[config.mk]
export PLATFORM = sky130hd
export DESIGN_NAME = tdc_event_buffer
export DESIGN_NICKNAME = d
export VERILOG_FILES = /design/src/rtl/tdc_pkg.sv /design/src/rtl/tdc_eb_fifo.sv /design/src/rtl/tdc_event_buffer.sv
export SDC_FILE = /design/constraint.sdc
export NUM_CORES = 1
export LEC_CHECK = 0
export CAP_MARGIN = 20
export CORE_MARGIN = 4
export CORE_UTILIZATION = 47
export CTS_CLUSTER_SIZE = 25
export DETAILED_ROUTE_END_ITERATION = 10
export GPL_TIMING_DRIVEN = 0
export HOLD_SLACK_MARGIN = 0.1
export SETUP_SLACK_MARGIN = 0.3
export SYNTH_ARGS = -nofsm -noshare
export SYNTH_HDL_FRONTEND = slang
export SYNTH_SLANG_ARGS = --single-unit
[constraint.sdc]
create_clock -name clk_EB -period 3.4 [get_ports clk_EB]
set_input_delay 0.51 -clock clk_EB [delete_from_list [all_inputs] [get_ports clk_EB]]
set_output_delay 0.51 -clock clk_EB [all_outputs]
set_load 0.02 [all_outputs]
[src/rtl/tdc_pkg.sv]
// Shared TDC definitions: coarse-count width, saturation code and event-word layout.
package tdc_pkg;

  localparam int unsigned COARSE_W  = 12;
  localparam logic [COARSE_W-1:0] COARSE_SAT = 12'hFFF;
  localparam int unsigned SEQ_W_DEF = 8;

  // Event word as seen by the consumer: sequence number above the coarse count.
  typedef struct packed {
    logic [SEQ_W_DEF-1:0] seq;
    logic [COARSE_W-1:0]  count;
  } tdc_evt_t;

  function automatic int unsigned evt_w(input int unsigned seq_w);
    return seq_w + COARSE_W;
  endfunction

endpackage

[src/rtl/tdc_eb_fifo.sv]
// Event storage for the TDC buffer: distributed RAM with asynchronous show-ahead read.
// Push/pop arrive pre-qualified (pop only when non-empty, push only when a slot is free).
module tdc_eb_fifo #(
  parameter int unsigned DEPTH = 16,
  parameter int unsigned W     = 20
) (
  input  logic                     clk,
  input  logic                     rst_n,
  input  logic                     i_flush,
  input  logic                     i_push,
  input  logic                     i_pop,
  input  logic [W-1:0]             i_wdata,
  output logic [W-1:0]             o_rdata,
  output logic [$clog2(DEPTH):0]   o_fill
);

  localparam int unsigned AW = $clog2(DEPTH);
  localparam int unsigned FW = AW + 1;

  logic [W-1:0]  r_mem [DEPTH];
  logic [AW-1:0] r_wptr;
  logic [AW-1:0] r_rptr;
  logic [FW-1:0] r_fill;

  // Storage is intentionally not reset.
  always_ff @(posedge clk) begin
    if (i_push) begin
      r_mem[r_wptr] <= i_wdata;
    end
  end

  always_ff @(posedge clk or negedge rst_n) begin
    if (!rst_n) begin
      r_wptr <= '0;
      r_rptr <= '0;
      r_fill <= '0;
    end else if (i_flush) begin
      r_wptr <= '0;
      r_rptr <= '0;
      r_fill <= '0;
    end else begin
      if (i_push) r_wptr <= r_wptr + AW'(1);
      if (i_pop)  r_rptr <= r_rptr + AW'(1);
      case ({i_push, i_pop})
        2'b10:   r_fill <= r_fill + FW'(1);
        2'b01:   r_fill <= r_fill - FW'(1);
        default: r_fill <= r_fill;
      endcase
    end
  end

  assign o_rdata = r_mem[r_rptr];
  assign o_fill  = r_fill;

endmodule

[src/rtl/tdc_event_buffer.sv]
// TDC event buffer: tags coarse measurements with a sequence number and queues them.
// Optional build macro TDC_EB_SAT_FILTER_EN drops saturated (12'hFFF) counts before storage.
module tdc_event_buffer
  import tdc_pkg::*;
#(
  parameter int unsigned DEPTH = 16,
  parameter int unsigned SEQ_W = 8
) (
  input  logic                        clk_EB,
  input  logic                        reset_n_EB,
  input  logic                        Valid_CC,
  input  logic [COARSE_W-1:0]         CountOutCC,
  input  logic                        flush_EB,
  output logic                        out_valid_EB,
  input  logic                        out_ready_EB,
  output logic [SEQ_W+COARSE_W-1:0]   out_data_EB,
  output logic [$clog2(DEPTH):0]      fill_EB,
  output logic [7:0]                  ovf_cnt_EB
);

  localparam int unsigned EVT_W = evt_w(SEQ_W);
  localparam int unsigned FW    = $clog2(DEPTH) + 1;

  logic [SEQ_W-1:0] r_seq;
  logic [7:0]       r_ovf;
  logic             w_full;
  logic             w_pop;
  logic             w_sat;
  logic             w_accept;
  logic             w_push;
  logic             w_drop;
  logic [EVT_W-1:0] w_wdata;

`ifdef TDC_EB_SAT_FILTER_EN
  assign w_sat = (CountOutCC == COARSE_SAT);
`else
  assign w_sat = 1'b0;
`endif

  // A pop frees the slot in the same cycle, so a full FIFO still accepts a push then.
  assign out_valid_EB = (fill_EB != '0);
  assign w_full       = (fill_EB == FW'(DEPTH));
  assign w_pop        = out_valid_EB & out_ready_EB & ~flush_EB;
  assign w_accept     = Valid_CC & ~flush_EB & ~w_sat;
  assign w_push       = w_accept & (~w_full | w_pop);
  assign w_drop       = w_accept & w_full & ~w_pop;
  assign w_wdata      = {r_seq, CountOutCC};

  // Every event consumes a sequence number, whether stored, dropped, filtered or flushed.
  always_ff @(posedge clk_EB or negedge reset_n_EB) begin
    if (!reset_n_EB) begin
      r_seq <= '0;
      r_ovf <= '0;
    end else begin
      if (Valid_CC) r_seq <= r_seq + SEQ_W'(1);
      if (w_drop && (r_ovf != 8'hFF)) r_ovf <= r_ovf + 8'd1;
    end
  end

  assign ovf_cnt_EB = r_ovf;

  tdc_eb_fifo #(
    .DEPTH (DEPTH),
    .W     (EVT_W)
  ) u_fifo (
    .clk     (clk_EB),
    .rst_n   (reset_n_EB),
    .i_flush (flush_EB),
    .i_push  (w_push),
    .i_pop   (w_pop),
    .i_wdata (w_wdata),
    .o_rdata (out_data_EB),
    .o_fill  (fill_EB)
  );

endmodule

==> impl_metrics.json, run 1 <==
{
  "status": "finished clean",
  "cp_data_arrival_time_ps": 2510,
  "coreArea_um2": 28900,
  "synthSimpleGateAreaFrac": 0.0363,
  "synthArstFlopShare": 0.0831,
  "antenna_found_initial": 0,
  "io_pins": 51,
  "area_growth_pct": 18.6,
  "crit_family": "buffers and inverters",
  "portBuffers": 49,
  "post-route-util": 0.570,
  "cts.sinks": 349,
  "tns_ps": 0,
  "synthFlopType": "edfxtp_1",
  "via_count": 7318,
  "drc": 0,
  "hold_path.class": "in2async",
  "clk_pin_slew_ps": 60,
  "cts.htree.levels": 2,
  "whs_ps": 473,
  "grt_pass1_wl_mm": 47.8,
  "rows": 62,
  "drt-vias-per-instance": 5.76,
  "slowest_stage": "mux4_2",
  "period_needed_ps": 3020,
  "synthTopCellsByArea": "edfxtp_1 69%, mux4_2 6.5%, dfrtp_1 5.2%",
  "path_max_fanout": 10,
  "synth_top_family_by_area": "multiplexers",
  "cpPeakStageDelay_ps": 540,
  "n_antenna_cell": 0,
  "grt_usage": 0.196,
  "finalSetupViolations": 0,
  "drtIter0Drc": 601,
  "rsz0062_at_grt": "yes",
  "path_cells": "clkbuf_4, buf_4, mux4_2, a22oi_1, nand2_1, dlygate4sd2_1",
  "ys_top_cells_by_count": "320 x edfxtp_1, 63 x mux2i_1, 42 x o21ai_0, 40 x mux4_2, 30 x nand2_1",
  "period_share": 0.889,
  "synth.top_cell.area_share": 0.691,
  "synth_warnings": 0,
  "intPower_mw": 8.02,
  "layout-drive-gt1-share": 0.225,
  "synth_mux_area_frac": 0.130,
  "final_area_um2": 16500,
  "synthesis.instances": 761,
  "p_sw_mw": 2.74,
  "synth-seq-cells": 349,
  "yosys.area_share.xor_xnor": 0.0126,
  "timing.max_cap.violations": 0,
  "grt_pass1_vias": 7560,
  "die_area_um2": 32400,
  "cts-root-buf": "clkbuf_16",
  "layout.nets": 888,
  "synth_edf_count": 320,
  "cp.required_ps": 2890,
  "synth_compound_area_frac": 0.0527,
  "clock_latency_ps": 510,
  "placed_area_um2": 15100,
  "die_h_um": 180,
  "crit_buf_inv": 3,
  "overflow": 0,
  "cts_max_path_buffers": 3,
  "grt_start_max_net_pins": 21,
  "yosys.area.top_type": "edfxtp_1",
  "synth_adder_area_share": 0.0104,
  "start_util": 0.481,
  "switching_share": 0.255,
  "cts_buffers": 37,
  "antenna_left": 0,
  "gp_congestion": 0.823,
  "yosysUniqueCellTypes": 40,
  "leakagePower_nw": 5.49,
  "hold_buffers": 0,
  "slew_viol_final": 0,
  "die_w_um": 180,
  "syn_area_per_cell_um2": 18.3,
  "synthesis.nets": 789,
  "worstMarginPinSlew_ps": 1040,
  "startpoint_type": "register",
  "firstDrtPassIters": 5,
  "wl_per_cell_um": 25.4,
  "yosysMostFrequentCell": "edfxtp_1",
  "p_comb_frac": 0.164,
  "fmax_mhz": 331,
  "ys_seq_area_frac": 0.743,
  "tritoncts": "built",
  "r2r_slack_ps": 650,
  "hpwl_mm": 19.3,
  "finalHoldViolations": 0,
  "path_class": "reg2out",
  "clkPwrFrac": 0.347,
  "power_per_cell_area_nw_per_um2": 652,
  "end_kind": "output port",
  "routed_wirelength_mm": 32.3,
  "pwr-share-seq": 0.489,
  "synth.cell_area_um2": 13900,
  "clock_skew_ps": 10.4,
  "slew_headroom": 0.304,
  "peakVddDrop_mv": 0.364
}
-- final timing paths --
kind,end,cells past startpoint,from
min in group clk_EB,ovf_cnt_EB[5],1,ovf_cnt_EB[5]
worst max-delay path,out_data_EB[10],6,u_fifo.r_rptr[0]
worst max register to register,u_fifo.r_mem[7][4],6,u_fifo.o_fill[4]
worst min-delay path,u_fifo.r_rptr[1],1,reset_n_EB
worst min register to register,ovf_cnt_EB[5],1,ovf_cnt_EB[5]
max in group asynchronous,u_fifo.o_fill[4],2,reset_n_EB
-- what timing repair did --
item | 4_1_cts | 5_1_grt
endpoints found under the setup margin | 20 | 20
gates resized for setup | 71 | 46
gates cloned | 0 | 1
buffers inserted | 0 | 1
-- power groups by stage --
| stage | Sequential (mW) | Combinational [mW] | Clock [mW] |
|---|---|---|---|
| finish | 5.26 | 1.76 | 3.73 |
| global route | 5.30 | 1.89 | 3.99 |
| CTS | 5.26 | 1.72 | 3.80 |
| detailed placement | 5.35 | 1.70 | 0 |
| global placement | 5.32 | 1.66 | 0 |
| floorplan | 5.28 | 1.08 | 0 |
-- worst register-to-register path, stage by stage, from the launching register on --
cell and delay [ps]:
dfrtp_1 380, clkbuf_1 190, nor3b_2 200, nor3b_2 470
and3b_1 300, and2_1 660, buf_8 260
-- cell usage in the layout, fill, tap and decap left out, types with 9 or more instances in the layout --
cell	Yosys	layout
edfxtp_1	320	320
mux2i_1	63	60
o21ai_0	42	41
mux4_2	40	40
clkbuf_16	0	40
nand2_1	30	30
clkdlybuf4s50_1	0	29
dfrtp_1	29	29
mux2_2	24	24
a22oi_1	20	20
a21oi_1	22	18
clkbuf_1	22	15
a221oi_2	0	15
nor2_1	15	11
xnor2_1	11	11
inv_1	10	10
clkbuf_2	0	10
buf_8	0	10
ha_1	10	10
clkinv_1	0	10
xor2_1	9	9
-- per-layer routing --
layer,global-route usage,up-vias,part of all wire,routed length (um)
met5,0,-,0,0
met4,0.0508,0,0.026,834
met3,0.0299,64,0.047,1510
met2,0.327,223,0.49,16000
met1,0.274,3790,0.43,14000
li1,-,3241,-,-
-- metrics by stage --
stage / std cells / setup slack, ps / total power [mW]
after floorplan: 761 / 754 / 6.36
after global routing: 1271 / 206 / 11.2
final: 1271 / 378 / 10.8
after CTS: 1269 / 51.4 / 10.8
after global placement: 1194 / -639 / 6.97
after detailed placement: 1203 / -10.9 / 7.05
-- state kept, by name (all words and copies together), names as in the netlist --
register and flops:
u_fifo.o_fill 5, u_fifo.r_wptr 4, r_seq 8, ovf_cnt_EB 8, u_fifo.r_rptr 4, u_fifo.r_mem 320
-- cells by family (layout without fill, tap and decap cells) --
logic type / Yosys count / after routing
flip-flops: 349 / 349
multiplexers: 127 / 127
AO/OA/AOI/OAI: 113 / 113
AND/OR/NAND/NOR: 94 / 94
buffers and inverters: 47 / 173
XOR/XNOR: 20 / 20
adder cells (fa/ha/maj): 11 / 11
-- layout make-up --
class | count | area, um^2
plain buffers | 37 | 322
clock buffers | 48 | 1020
clock inverters | 18 | 106
fillers | 2150 | 12400
inverters | 10 | 37.5
multi-input cells | 365 | 3530
flip-flops and latches | 349 | 10300
well taps | 384 | 480
repair buffers | 60 | 659
Note: power is estimated with default switching activity, not from simulation.
==> inputs of run 2 (changes only) <==
Settings changed: MAX_ROUTING_LAYER from default to met4.
==> impl_metrics.json, run 2 (synthesis results as in run 1) <==
{
  "status": "finished clean",
  "grt_pass1_wl_mm": 47.8,
  "via_count": 7312,
  "r2r_slack_ps": 640,
  "cts_max_path_buffers": 3,
  "cts-root-buf": "clkbuf_16",
  "post-route-util": 0.570,
  "worstSetupEndpoint": "out_data_EB[19]",
  "overflow": 0,
  "tns_ps": 0,
  "drtIter0Drc": 586,
  "period_share": 0.894,
  "cts.htree.levels": 2,
  "finalSetupViolations": 0,
  "nFillCells": 2150,
  "gp_congestion": 0.836,
  "slew_headroom": 0.327,
  "portBuffers": 49,
  "grt_start_max_net_pins": 21,
  "antenna_left": 0,
  "coreArea_um2": 28900,
  "path_max_fanout": 11,
  "worstMarginPinSlew_ps": 1010,
  "end_kind": "output port",
  "start_util": 0.481,
  "r2r-start": "u_fifo.o_fill[4]",
  "r2r-end": "u_fifo.r_mem[7][5]",
  "drt-vias-per-instance": 5.75,
  "clock_skew_ps": 9.97,
  "crit_family": "buffers and inverters",
  "tritoncts": "built",
  "hpwl_mm": 19.3,
  "path_class": "reg2out",
  "wl_per_cell_um": 25.4,
  "finalHoldViolations": 0,
  "hold_path.class": "in2async",
  "hold_buffers": 0,
  "firstDrtPassIters": 5,
  "rsz0062_at_grt": "yes",
  "clock_latency_ps": 510,
  "whs_ps": 481,
  "layout.nets": 888,
  "cpPeakStageDelay_ps": 380,
  "area_growth_pct": 18.5,
  "drc": 0,
  "die_area_um2": 32400,
  "die_h_um": 180,
  "path_depth": 8,
  "layout-drive-gt1-share": 0.225,
  "rows": 62,
  "cp.required_ps": 2890,
  "multiInputGateArea_um2": 3530,
  "timing.max_cap.violations": 0,
  "n_antenna_cell": 0,
  "mostFrequentLayoutCell": "edfxtp_1",
  "startpoint_type": "register",
  "largest_reg_flops": 320,
  "cts_buffers": 37,
  "antenna_found_initial": 0,
  "clk_pin_slew_ps": 60,
  "grt_usage": 0.202,
  "slew_viol_final": 0,
  "io_pins": 51,
  "regArea_um2": 10300,
  "fmax_mhz": 329,
  "leakagePower_nw": 5.49,
  "die_w_um": 180,
  "cts.sinks": 349,
  "power_per_cell_area_nw_per_um2": 653,
  "routed_wirelength_mm": 32.3,
  "critPathLaunch": "u_fifo.r_rptr[0]",
  "peakVddDrop_mv": 0.365,
  "cp_data_arrival_time_ps": 2530,
  "top_register": "u_fifo.r_mem",
  "period_needed_ps": 3040,
  "crit_buf_inv": 4,
  "slowest_stage": "dfrtp_1",
  "grt_pass1_vias": 7561,
  "worstRegToRegCells": 6,
  "final_cell_mix": "320 x edfxtp_1, 60 x mux2i_1, 41 x o21ai_0",
  "path_cells": "clkbuf_4, buf_12, clkbuf_16, mux2i_1, a221oi_2, o21ai_0, nand2_1, dlygate4sd2_1"
}
## run 2: worst register-to-register path: stages (launching register included)
cell and delay, ps:
dfrtp_1 380, clkbuf_1 190, nor3b_2 200, nor3b_2 480, and3b_1 300, and2_1 670
buf_8 250
## run 2: metrics by stage
stage          power, mW  cells  area, um^2  worst slack [ps]
3_3_place_gp        6.97   1194       14900              -639
6_report            10.8   1271       16500               361
5_1_grt             11.2   1271       16500               205
2_1_floorplan       6.36    761       13900               754
3_5_place_dp        7.05   1203       15100             -10.9
4_1_cts             10.8   1269       16300              51.4
## run 2: worst min-delay path by stage
stage,slack (ps),depth (start not counted),from,to
6_report,480,1,reset_n_EB,u_fifo.r_rptr[1]
5_1_grt,510,1,ovf_cnt_EB[7],ovf_cnt_EB[7]
4_1_cts,490,1,reset_n_EB,u_fifo.r_rptr[1]
3_5_place_dp,490,1,ovf_cnt_EB[5],ovf_cnt_EB[5]
3_3_place_gp,480,1,ovf_cnt_EB[7],ovf_cnt_EB[7]
2_1_floorplan,210,0,reset_n_EB,ovf_cnt_EB[0]
## run 2: cell type report
type                            instances  share of cell area
Sequential cell                       349               0.627
Multi-Input combinational cell        365               0.214
Clock inverter                         18             0.00645
Clock buffer                           48              0.0619
Inverter                               10             0.00228
Buffer                                 37              0.0195
Tap cell                              384              0.0291
Timing Repair Buffer                   60              0.0398
## run 2: layer usage
layer  GRT usage  share of wire
met1       0.275           0.43
met2       0.328           0.50
met3      0.0291          0.045
met4      0.0508          0.026
met5           -              0
## run 2: what timing repair did
action                     CTS  global route
setup endpoints to repair   20            20
cloned                       0             1
buffers inserted             0             1
resized for setup           71            46
## run 2: report_power, final
part | switching [mW] | internal [mW] | total [mW]
clock | 1.55 | 2.18 | 3.74
combinational | 0.931 | 0.830 | 1.76
sequential | 0.261 | 5.00 | 5.26
==> inputs of run 3 (changes only) <==
Settings changed: CTS_BUF_LIST from default to sky130_fd_sc_hd__clkbuf_8.
==> impl_metrics.json, run 3 (synthesis results as in run 1) <==
{
  "status": "finished clean",
  "via_count": 7483,
  "path_max_fanout": 10,
  "power_per_cell_area_nw_per_um2": 622,
  "largest_reg_flops": 320,
  "cpPeakStageDelay_ps": 390,
  "post-route-util": 0.566,
  "worstSetupEndpoint": "out_data_EB[13]",
  "mostFrequentLayoutCell": "edfxtp_1",
  "leakagePower_nw": 5.53,
  "r2r-end": "u_fifo.r_mem[7][0]",
  "cts-root-buf": "clkbuf_8",
  "worstMarginPinSlew_ps": 941,
  "cp_data_arrival_time_ps": 2500,
  "preCtsSetupSlack_ps": -10.9,
  "cp.required_ps": 2890,
  "slew_viol_final": 0,
  "tritoncts": "built",
  "path_class": "reg2out",
  "die_w_um": 180,
  "finalHoldViolations": 0,
  "clk_pin_slew_ps": 60,
  "routed_wirelength_mm": 32.8,
  "r2r-start": "u_fifo.o_fill[4]",
  "layout.nets": 906,
  "top_register": "u_fifo.r_mem",
  "cts_max_path_buffers": 3,
  "coreArea_um2": 28900,
  "hold_path.class": "in2async",
  "antenna_found_initial": 0,
  "hpwl_mm": 19.3,
  "clock_skew_ps": 13.6,
  "grt_usage": 0.204,
  "grt_start_max_net_pins": 21,
  "final_cell_mix": "320 x edfxtp_1, 57 x mux2i_1, 55 x clkbuf_8",
  "startpoint_type": "register",
  "r2r_slack_ps": 620,
  "layout-drive-gt1-share": 0.255,
  "cts_buffers": 54,
  "worstRegToRegCells": 6,
  "path_cells": "buf_6, buf_12, buf_8, mux2i_1, a221oi_2, o21ai_0, nand2_1, clkdlybuf4s15_2",
  "rows": 62,
  "portBuffers": 49,
  "antenna_left": 0,
  "slowest_stage": "dfrtp_1",
  "end_kind": "output port",
  "rsz0062_at_grt": "yes",
  "tns_ps": 0,
  "overflow": 0,
  "start_util": 0.481,
  "die_area_um2": 32400,
  "gp_congestion": 0.836,
  "finalSetupViolations": 0,
  "peakVddDrop_mv": 0.406,
  "fmax_mhz": 333,
  "grt_pass1_vias": 7785,
  "crit_buf_inv": 4,
  "critPathLaunch": "u_fifo.r_rptr[0]",
  "crit_family": "buffers and inverters",
  "cts.sinks": 349,
  "die_h_um": 180,
  "grt_pass1_wl_mm": 48.2,
  "clock_latency_ps": 570,
  "period_needed_ps": 3010,
  "firstDrtPassIters": 5,
  "io_pins": 51,
  "timing.final.ws_setup_ps": 395,
  "area_growth_pct": 17.8,
  "path_depth": 8,
  "n_antenna_cell": 0,
  "period_share": 0.884,
  "drt-vias-per-instance": 5.74,
  "drtIter0Drc": 712,
  "slew_headroom": 0.372,
  "drc": 0,
  "cts.htree.levels": 2,
  "wl_per_cell_um": 25.1,
  "hold_buffers": 0,
  "timing.max_cap.violations": 0
}
==> run 3: cell count changes in the layout (fill, tap and decap cells not counted), sizes merged <==
cell           change
clkinvlp           +1
clkdlybuf4s15      +2
buf                +5
dlygate4sd2        -5
clkinv             -1
inv               +25
dlymetal6s2s       -4
clkbuf            +10
==> run 3: worst min path at each step <==
stage | start | cells past startpoint | end
4_1_cts | reset_n_EB | 1 | u_fifo.o_fill[3]
3_5_place_dp | ovf_cnt_EB[5] | 1 | ovf_cnt_EB[5]
6_report | reset_n_EB | 1 | u_fifo.r_wptr[2]
2_1_floorplan | reset_n_EB | 0 | ovf_cnt_EB[0]
3_3_place_gp | ovf_cnt_EB[7] | 1 | ovf_cnt_EB[7]
5_1_grt | reset_n_EB | 1 | u_fifo.r_wptr[2]
==> run 3: layer usage <==
layer  vias to the layer above  routed length (um)  track usage  share of wire
met5                         -                   0            -              0
met4                         0                 700       0.0538          0.021
met3                        63                1980       0.0311          0.060
met2                       271               16200        0.328           0.49
met1                      3853               13900        0.276           0.42
li1                       3296                   -            -              -
==> run 3: layout make-up <==
| type | count | area (um^2) |
|---|---|---|
| clock buffer | 55 | 757 |
| clock inverter | 43 | 200 |
| timing repair buffer | 61 | 663 |
| tap | 384 | 480 |
| sequential | 349 | 10300 |
| multi-input combinational | 365 | 3560 |
| buffer | 37 | 357 |
| inverter | 10 | 37.5 |
| fill | 2184 | 12500 |
==> run 3: where the power goes <==
group	switching (mW)	internal, mW
Sequential	0.265	5.00
Combinational	0.955	0.865
Clock	1.54	1.57
==> run 3: stage by stage <==
| step | area (um^2) | std cells | hold WS, ps | power [mW] |
|---|---|---|---|---|
| 2_1_floorplan | 13900 | 761 | 214 | 6.36 |
| 3_3_place_gp | 14900 | 1194 | 483 | 6.97 |
| 3_5_place_dp | 15100 | 1203 | 486 | 7.05 |
| 4_1_cts | 16200 | 1301 | 423 | 10.2 |
| 5_1_grt | 16400 | 1304 | 454 | 10.6 |
| 6_report | 16400 | 1304 | 424 | 10.2 |
==> run 3: timing repair <==
action | in CTS | in global routing
resized for setup | 96 | 70
setup buffers | 0 | 0
cloned | 0 | 3
pin swaps | 0 | 3
endpoints found under the setup margin | 20 | 20
